==> src/rtl/seven_seg_scan_ctrl.sv <==
// seven_seg_scan_ctrl: a 32-bit value becomes 8 BCD digits (sequential double-dabble) or 8 raw
//   hex nibbles, is double-buffered, and is scanned onto one shared 7-segment bus across 8 anodes.
// Latency: hex load updates the display 1 cycle after accept; decimal updates it 33 cycles after
//   accept. seg/an are registered and trail the digit index (and display register) by 1 cycle.
// Backpressure: wr_ready is high only in IDLE; wr_valid is ignored otherwise, so the requester holds it.
// Optional feature macro: LEADING_ZERO_BLANK_EN blanks leading zero digits of decimal values.
module seven_seg_scan_ctrl #(
  parameter int unsigned REFRESH_DIV = 50000,
  parameter bit          SEG_ACT_LOW = 1'b1
) (
  input  logic        clk,
  input  logic        rst,
  input  logic        wr_valid,
  output logic        wr_ready,
  input  logic [31:0] wr_data,
  input  logic        wr_hex,
  output logic        busy,
  output logic        ovf,
  output logic [6:0]  seg,
  output logic [7:0]  an
);

  localparam int unsigned CNT_W = $clog2(REFRESH_DIV);

  typedef enum logic [1:0] {
    S_IDLE = 2'd0,
    S_CONV = 2'd1,
    S_LOAD = 2'd2
  } state_t;

  state_t           state_q, state_d;
  logic [31:0]      bin_q, bin_d;     // binary shift source; also holds the raw hex word
  logic             hex_q, hex_d;
  logic [39:0]      bcd_q, bcd_d;
  logic [4:0]       iter_q, iter_d;
  logic [31:0]      disp_q, disp_d;
  logic             ovf_q, ovf_d;
  logic [CNT_W-1:0] cnt_q, cnt_d;
  logic [2:0]       idx_q, idx_d;
  logic [6:0]       seg_q, seg_d;
  logic [7:0]       an_q, an_d;
  logic [38:0]      bcd_adj;
  logic             accept;

  // Active-high {g,f,e,d,c,b,a} pattern for one hex nibble.
  function automatic logic [6:0] seg_decode(input logic [3:0] n);
    logic [6:0] p;
    case (n)
      4'h0: p = 7'h3F;
      4'h1: p = 7'h06;
      4'h2: p = 7'h5B;
      4'h3: p = 7'h4F;
      4'h4: p = 7'h66;
      4'h5: p = 7'h6D;
      4'h6: p = 7'h7D;
      4'h7: p = 7'h07;
      4'h8: p = 7'h7F;
      4'h9: p = 7'h6F;
      4'hA: p = 7'h77;
      4'hB: p = 7'h7C;
      4'hC: p = 7'h39;
      4'hD: p = 7'h5E;
      4'hE: p = 7'h79;
      default: p = 7'h71;
    endcase
    return p;
  endfunction

  assign wr_ready = (state_q == S_IDLE) && !rst;
  assign accept   = wr_valid && wr_ready;
  assign busy     = (state_q == S_CONV);
  assign ovf      = ovf_q;
  assign seg      = seg_q;
  assign an       = an_q;

  // Add-3 correction on every BCD digit >= 5. The top digit never exceeds 4 for a 32-bit
  // input, so its MSB is never needed after the shift.
  always_comb begin
    bcd_adj = '0;
    for (int i = 0; i < 9; i++) begin
      bcd_adj[4*i +: 4] = (bcd_q[4*i +: 4] >= 4'd5) ? (bcd_q[4*i +: 4] + 4'd3) : bcd_q[4*i +: 4];
    end
    bcd_adj[38:36] = bcd_q[38:36];
  end

  // State register.
  always_ff @(posedge clk or posedge rst) begin
    if (rst) begin
      state_q <= S_IDLE;
    end else begin
      state_q <= state_d;
    end
  end

  // Next state plus conversion / display-buffer datapath.
  always_comb begin
    state_d = state_q;
    bin_d   = bin_q;
    hex_d   = hex_q;
    bcd_d   = bcd_q;
    iter_d  = iter_q;
    disp_d  = disp_q;
    ovf_d   = ovf_q;
    case (state_q)
      S_IDLE: begin
        if (accept) begin
          bin_d   = wr_data;
          hex_d   = wr_hex;
          bcd_d   = '0;
          iter_d  = '0;
          state_d = wr_hex ? S_LOAD : S_CONV;
        end
      end
      S_CONV: begin
        bcd_d  = {bcd_adj, bin_q[31]};
        bin_d  = {bin_q[30:0], 1'b0};
        iter_d = iter_q + 5'd1;
        if (iter_q == 5'd31) begin
          state_d = S_LOAD;
        end
      end
      S_LOAD: begin
        if (hex_q) begin
          disp_d = bin_q;
          ovf_d  = 1'b0;
        end else begin
          disp_d = bcd_q[31:0];
          ovf_d  = |bcd_q[39:32];
        end
        state_d = S_IDLE;
      end
      default: state_d = S_IDLE;
    endcase
  end

  // Datapath registers; reset clears the display so an aborted conversion leaves nothing stale.
  always_ff @(posedge clk or posedge rst) begin
    if (rst) begin
      bin_q  <= '0;
      hex_q  <= 1'b0;
      bcd_q  <= '0;
      iter_q <= '0;
      disp_q <= '0;
      ovf_q  <= 1'b0;
    end else begin
      bin_q  <= bin_d;
      hex_q  <= hex_d;
      bcd_q  <= bcd_d;
      iter_q <= iter_d;
      disp_q <= disp_d;
      ovf_q  <= ovf_d;
    end
  end

  // Refresh counter; each wrap advances to the next digit, 7 wraps back to 0.
  always_comb begin
    cnt_d = cnt_q + 1'b1;
    idx_d = idx_q;
    if (cnt_q == CNT_W'(REFRESH_DIV - 1)) begin
      cnt_d = '0;
      idx_d = idx_q + 3'd1;
    end
  end

`ifdef LEADING_ZERO_BLANK_EN
  logic disp_hex_q;

  // Remember which mode produced the displayed value; only decimal values get blanked.
  always_ff @(posedge clk or posedge rst) begin
    if (rst) begin
      disp_hex_q <= 1'b0;
    end else if (state_q == S_LOAD) begin
      disp_hex_q <= hex_q;
    end
  end
`endif

  // Pattern and anode for the current digit, registered together so they never disagree.
  always_comb begin
    logic [6:0] pat;
    logic [7:0] onehot;
    pat    = ovf_q ? 7'h40 : seg_decode(disp_q[{idx_q, 2'b00} +: 4]);
`ifdef LEADING_ZERO_BLANK_EN
    if (!ovf_q && !disp_hex_q && (idx_q != 3'd0) && ((disp_q >> {idx_q, 2'b00}) == 32'd0)) begin
      pat = 7'h00;
    end
`endif
    onehot = 8'b1 << idx_q;
    seg_d  = SEG_ACT_LOW ? ~pat : pat;
    an_d   = SEG_ACT_LOW ? ~onehot : onehot;
  end

  // Scan registers; reset leaves all anodes off and the segment bus blank.
  always_ff @(posedge clk or posedge rst) begin
    if (rst) begin
      cnt_q <= '0;
      idx_q <= '0;
      seg_q <= SEG_ACT_LOW ? 7'h7F : 7'h00;
      an_q  <= SEG_ACT_LOW ? 8'hFF : 8'h00;
    end else begin
      cnt_q <= cnt_d;
      idx_q <= idx_d;
      seg_q <= seg_d;
      an_q  <= an_d;
    end
  end

endmodule

==> config.mk <==
export PLATFORM = sky130hd
export DESIGN_NAME = seven_seg_scan_ctrl
export DESIGN_NICKNAME = d
export VERILOG_FILES = /design/src/rtl/seven_seg_scan_ctrl.sv
export SDC_FILE = /design/constraint.sdc
export NUM_CORES = 1
export LEC_CHECK = 0
export CORE_MARGIN = 3
export CORE_UTILIZATION = 50
export DETAILED_ROUTE_END_ITERATION = 16
export GPL_TIMING_DRIVEN = 1
export PLACE_DENSITY = 0.7
export SLEW_MARGIN = 20
export SYNTH_ARGS = -nofsm -noshare
export SYNTH_HDL_FRONTEND = slang
export SYNTH_SLANG_ARGS = --single-unit
==> constraint.sdc <==
create_clock -name clk -period 6.25 [get_ports clk]
set_clock_uncertainty 0.05 [all_clocks]
set_input_delay 1.25 -clock clk [delete_from_list [all_inputs] [get_ports clk]]
set_output_delay 1.25 -clock clk [all_outputs]
set_load 0.01 [all_outputs]
==> results of run 1 <==
## registers in the layout (all words and copies together), names as in the netlist
| name | flops |
|---|---|
| bin_q | 32 |
| iter_q | 5 |
| bcd_q | 40 |
| state_q | 2 |
| disp_q | 32 |
| ovf | 1 |
| seg | 7 |
| cnt_q | 16 |
| hex_q | 1 |
| an | 8 |
| idx_q | 3 |
## logic make-up (layout without fill, tap and decap cells)
group / Yosys count / after routing / share of synthesized area, %
AOI/OAI and AO/OA: 170 / 170 / 13.83
buffers and inverters: 77 / 118 / 4.125
muxes: 49 / 49 / 8.015
xor gates and xnor gates: 31 / 31 / 3.638
and+or+nand+nor: 265 / 265 / 15.31
adders and majority gates: 33 / 33 / 5.533
DFF: 147 / 147 / 49.55
## final cells by class
class | instances | area [um2] | area share, %
clock inverters | 6 | 105.1 | 1.213
multi-input cells | 548 | 3472 | 40.08
well taps | 184 | 230.2 | 2.657
inverters | 32 | 125.1 | 1.444
repair buffers | 57 | 564.3 | 6.514
flip-flops and latches | 147 | 3699 | 42.69
clock buffers | 23 | 467.9 | 5.402
## worst reg2reg max path, delay by kind of cell (launching register included)
kind            cells  cell delay (ps)
mux                 2             1190
flops               1              600
simple gates        2              510
fa+ha+maj           1              300
buf+inv             1              170
compound gates      1               70
## Yosys cell counts, types with 3 or more instances
library cell | number | share of area, %
nand2_1 | 135 | 6.8
dfrtp_1 | 132 | 44
nor2_1 | 59 | 3.0
o21ai_0 | 58 | 3.9
mux2i_1 | 38 | 5.1
ha_1 | 33 | 5.5
a31oi_1 | 32 | 2.7
inv_1 | 32 | 1.6
nand3_1 | 30 | 2.0
clkbuf_1 | 29 | 1.5
a21oi_1 | 25 | 1.7
xnor2_1 | 18 | 2.1
o21ai_1 | 16 | 1.1
dfstp_2 | 15 | 5.3
xor2_1 | 13 | 1.5
nand2b_1 | 12 | 1.0
o31ai_1 | 11 | 1.1
a32o_1 | 9 | 1.2
buf_1 | 8 | 0.40
nor3_1 | 7 | 0.47
o32ai_1 | 7 | 0.82
buf_2 | 6 | 0.40
mux4_2 | 6 | 1.8
nand4_1 | 3 | 0.25
nor2b_1 | 3 | 0.25
nor3b_1 | 3 | 0.30
## stage by stage
| step | cells | area, um2 | power, mW | hold WS, ps |
|---|---|---|---|---|
| finish | 997 | 8663 | 4.059 | 424.8 |
| global route | 997 | 8663 | 4.362 | 454.3 |
| CTS | 997 | 8655 | 4.088 | 433.4 |
| detailed placement | 968 | 8082 | 3.056 | 420.8 |
| global placement | 968 | 8082 | 2.978 | 408.4 |
| floorplan | 772 | 7462 | 2.634 | 386.0 |
## worst max-delay path by stage
stage	startpoint	to	slack (ps)	cells after the start
floorplan	rst	bcd_q[0]$_DFFE_PP0P_	1020	1
detailed placement	rst	wr_ready	2360	3
CTS	rst	wr_ready	2350	3
global placement	rst	wr_ready	2370	3
global route	rst	wr_ready	2200	3
finish	rst	wr_ready	2360	3
## layer usage
| metal | routed length (um) | vias up | global-route usage (%) |
|---|---|---|---|
| li1 | - | 2735 | - |
| met1 | 6975 | 2745 | 27.11 |
| met2 | 7974 | 122 | 34.01 |
| met3 | 747 | 18 | 5.000 |
| met4 | 192 | 0 | 6.679 |
| met5 | 0 | - | 0 |
## report_power, final
group | internal (mW) | switching [mW]
logic | 0.620 | 0.782
clock network | 0.640 | 0.373
registers | 1.30 | 0.343
total | 2.56 | 1.50
==> impl_metrics.yaml, run 1 <==
global_routing:
  grt_usage_pct: 20.69
  grt_start_max_net_pins: 129
  grt_pass1_vias: 5553
  overflow: 0
  grt_pass1_wl_um: 27190
  antenna_found_initial: 0
route:
  drc: 0
  wirelength_um: 15890
  vias_per_cell: 5.637
  first_pass_iters: 5
  final_antenna_net_count: 0
  wl_per_cell_um: 15.94
  vias: 5620
  drtIter0Drc: 403
synth:
  ys.flop_type: "dfrtp_1"
  ys_warn_count: 0
  synth_edf_count: 0
  netlist-cell-type-count: 51
  avgSynthCellArea_um2: 9.666
  syn_inst: 772
  synthesis.area_um2: 7462
  ys_async_sr_fraction_pct: 100.0
  yosysSeqAreaShare_pct: 49.55
  syn_nets: 841
  synth_seq_cells: 147
power:
  p_leak_nw: 3.780
  peakVddDrop_mv: 0.5577
  power.density_nw_per_um2: 468.5
timing:
  tightest_slew_ps: 1022
  setup_tns_ps: 0
  min_period_ps: 3889
  fmax_mhz: 257.2
  final.setup.worst_slack_ps: 2361
  rsz0062_at_grt: "no"
  hold_viol: 0
  maxSlewHeadroom_pct: 31.87
  period_share_pct: 62.22
  finalMaxSlewViolations: 0
  finalSetupViolCount: 0
clocking:
  cts_max_path_buffers: 2
  clkTransAtPathRegs_ps: 50
  cts_root_buf: "clkbuf_16"
  cts_tree: "yes"
  cts_hold_buf: 0
  insertion_delay_ps: 430
  numCtsBuffers: 17
  post_cts_buffers: 0
  cts.repair.resized: 0
  h-tree-depth: 4
  cts.sinks: 147
place:
  gp_congestion: 0.8241
  place_ws_ps: 2363
  dp_hpwl_um: 10350
  io_buffers: 53
hold_path:
  worstHoldPathCells: 2
  hp-start: "disp_q[18]$_DFFE_PP0N_"
  hold_class: "register to register"
  holdPathEnd: "disp_q[18]$_DFFE_PP0N_"
run_status:
  status: "completed"
die:
  die_w_um: 128.2
  design.die.area_um2: 16430
  die_h_um: 128.2
  num_rows: 44
  start_util_pct: 51.15
  ioPinCount: 54
  core_area_um2: 14590
critical_path:
  crit_chain: "clkdlybuf4s50_1, nor3_1, clkdlybuf4s50_1"
  critPathMaxFanout: 3
  crit_path_start_kind: "primary input"
  crit_slowest_cell: "clkdlybuf4s50_1"
  ff2ff_path_depth: 7
  crit_required_ps: 4950
  r2r_end: "seg[0]$_DFF_PP1_"
  reg2reg_slack_ps: 3290
  cp-end-kind: "primary output"
  worstSetupPathType: "primary input to primary output"
  rr_startpoint: "idx_q[1]$_DFFE_PP0N_"
  crit_path_frequent_cell: "clkdlybuf4s50_1"
  max_stage_delay_ps: 590
  arrival_ps: 2590
  cp_top_family: "buffers and inverters"
  path_buf_inv: 2
layout:
  final_common_cell: "nand2_1"
  fin_util_pct: 59.38
  nNetsFinal: 872
  layout-drive-gt1-share_pct: 7.872
  final_cell_mix: "nand2_1 (135), dfrtp_1 (131), nor2_1 (59), o21ai_0 (58), clkdlybuf4s50_1 (53)"
  n_antenna_cell: 0
  syn_to_final_growth_pct: 16.10
  fill_cells: 1209
job:
  max-cap-violations: 0
Power figures use the tool's default switching activity.
==> run 2, diff against run 1 <==
--- a/config.mk
+++ b/config.mk
@@ -9,7 +9,7 @@
 export CORE_UTILIZATION = 50
 export DETAILED_ROUTE_END_ITERATION = 16
 export GPL_TIMING_DRIVEN = 1
-export PLACE_DENSITY = 0.7
+export PLACE_DENSITY = 0.72
 export SLEW_MARGIN = 20
 export SYNTH_ARGS = -nofsm -noshare
 export SYNTH_HDL_FRONTEND = slang
==> constraint.sdc (replaced) <==
create_clock -name clk -period 3.5 [get_ports clk]
set_clock_uncertainty 0.05 [all_clocks]
set_input_delay 0.7 -clock clk [delete_from_list [all_inputs] [get_ports clk]]
set_output_delay 0.7 -clock clk [all_outputs]
set_load 0.01 [all_outputs]
==> run 2 against run 1 <==
Net effect: combinational power grew 82%; core utilization grew 0.64 points; non-clock buffer count grew 3; clock-buffer cell count shrank 2; sequential share of layout area shrank 0.46 points; flip-flop and latch count is the same; design area grew 1.1%; wire length grew 1.5%; sequential power grew 80%.
==> impl_metrics.yaml, run 2 (synthesized netlist as in run 1, its figures left out) <==
clocking:
  numCtsBuffers: 17
  cts_hold_buf: 0
  clkTransAtPathRegs_ps: 60
  cts.repair.resized: 0
  insertion_delay_ps: 430
  post_cts_buffers: 0
  cts_max_path_buffers: 2
  cts.sinks: 147
  cts_root_buf: "clkbuf_16"
  h-tree-depth: 4
  cts_tree: "yes"
timing:
  period_share_pct: 78.55
  rsz0062_at_grt: "no"
  finalSetupViolCount: 0
  finalMaxSlewViolations: 0
  tightest_slew_ps: 1056
  hold_viol: 0
  maxSlewHeadroom_pct: 29.59
  min_period_ps: 2749
  setup_tns_ps: 0
  fmax_mhz: 363.7
route:
  wirelength_um: 16130
  first_pass_iters: 4
  drtIter0Drc: 301
  vias_per_cell: 5.608
  final_antenna_net_count: 0
  vias: 5625
  drc: 0
  wl_per_cell_um: 16.08
place:
  dpl.cell_count: 971
  gp_congestion: 0.8510
  io_buffers: 53
  dpl_cell_area_um2: 8115
  dp_hpwl_um: 10740
die:
  die_h_um: 128.2
  core_area_um2: 14590
  ioPinCount: 54
  design.die.area_um2: 16430
  num_rows: 44
  die_w_um: 128.2
  start_util_pct: 51.15
power:
  p_int_mw: 4.678
  comb_power_share_pct: 34.3
  switchingPower_mw: 2.750
  p_leak_nw: 3.806
  peakVddDrop_mv: 0.9413
  p_seq_share_pct: 39.6
  p_clk_share_pct: 26.1
  power_switching_share_pct: 37.02
  power.density_nw_per_um2: 848.2
global_routing:
  grt_pass1_vias: 5708
  overflow: 0
  grt_pass1_wl_um: 27610
  grtUsageMet1_pct: 27.28
  antenna_found_initial: 0
  grt_usage_pct: 21.00
  use_met3_pct: 4.292
  gr-max-usage-layer: "met2"
  met2_usage_pct: 34.81
  grt_start_max_net_pins: 96
layout:
  largest_reg_flops: 40
  top_register: "bcd_q"
  n_antenna_cell: 0
  syn_to_final_growth_pct: 17.35
  final_cells: 1003
  layout-drive-gt1-share_pct: 8.791
  reg_top3: "bcd_q (40), bin_q (32), disp_q (32)"
  final_cell_mix: "nand2_1 (135), dfrtp_1 (131), nor2_1 (59), o21ai_0 (58), clkdlybuf4s50_1 (53)"
  fin_util_pct: 60.03
  nNetsFinal: 875
  final_common_cell: "nand2_1"
  fin_area_um2: 8757
critical_path:
  max_stage_delay_ps: 600
  arrival_ps: 2000
  reg2reg_slack_ps: 920
  crit_required_ps: 2750
  cp-end-kind: "primary output"
  worstSetupPathType: "primary input to primary output"
  crit_slowest_cell: "clkdlybuf4s50_1"
  path_buf_inv: 2
  ff2ff_path_depth: 8
  cp_top_family: "buffers and inverters"
  crit_path_frequent_cell: "clkdlybuf4s50_1"
  crit_path_start_kind: "primary input"
  path_depth: 3
  crit_chain: "clkdlybuf4s50_1, nor3_1, clkdlybuf4s50_1"
  critPathMaxFanout: 3
job:
  max-cap-violations: 0
hold_path:
  worstHoldPathCells: 2
  hold_class: "register to register"
run_status:
  status: "completed"
run 2: changes by cell type in the layout (fill, tap and decap cells not counted), sizes merged:
| cell | before | now |
|---|---|---|
| bufinv | 3 | 4 |
| clkinvlp | 0 | 5 |
| clkbuf | 23 | 21 |
| buf | 4 | 7 |
| clkinv | 3 | 2 |
run 2: per-layer routing:
metal	up-vias	routed length (um)
met5	-	0
met4	0	304
met3	26	670
met2	116	8009
met1	2741	7140
li1	2742	-
run 2: stage by stage:
step / hold slack, ps / setup slack [ps] / total power [mW]
6_report: 422.8 / 750.6 / 7.428
3_3_place_gp: 411.1 / 766.3 / 5.328
4_1_cts: 429.5 / 734.6 / 7.468
3_5_place_dp: 416.6 / 752.1 / 5.494
2_1_floorplan: 386.0 / 915.2 / 4.704
5_1_grt: 467.0 / 649.9 / 7.971
run 2: area by class of cell:
type	count	area, um2
repair buffers	60	595.6
clock buffers	21	460.4
inverters	32	123.9
multi-input cells	548	3472
well taps	184	230.2
clock inverters	11	176.4
flip-flops and latches	147	3699
fillers	1189	5832
run 2: path summary, 6_finish.rpt:
kind	startpoint	endpoint
max	rst	wr_ready
min	disp_q[18]$_DFFE_PP0N_	disp_q[18]$_DFFE_PP0N_
max reg2reg	idx_q[1]$_DFFE_PP0N_	seg[0]$_DFF_PP1_
min reg2reg	disp_q[18]$_DFFE_PP0N_	disp_q[18]$_DFFE_PP0N_
max in group asynchronous	rst	seg[5]$_DFF_PP1_
min in group asynchronous	rst	bcd_q[30]$_DFFE_PP0P_
run 2: power by group through the flow:
stage,logic (mW),registers (mW),clock network [mW]
2_1_floorplan,2.00,2.70,0
3_3_place_gp,2.40,2.92,0
3_5_place_dp,2.53,2.96,0
4_1_cts,2.56,2.94,1.97
5_1_grt,2.89,3.04,2.05
6_report,2.55,2.95,1.94
run 2: tightest hold or removal path, cell delays in order (launching register included):
cell	delay, ps
dfrtp_1	330
nand2_1	40
o21ai_0	60
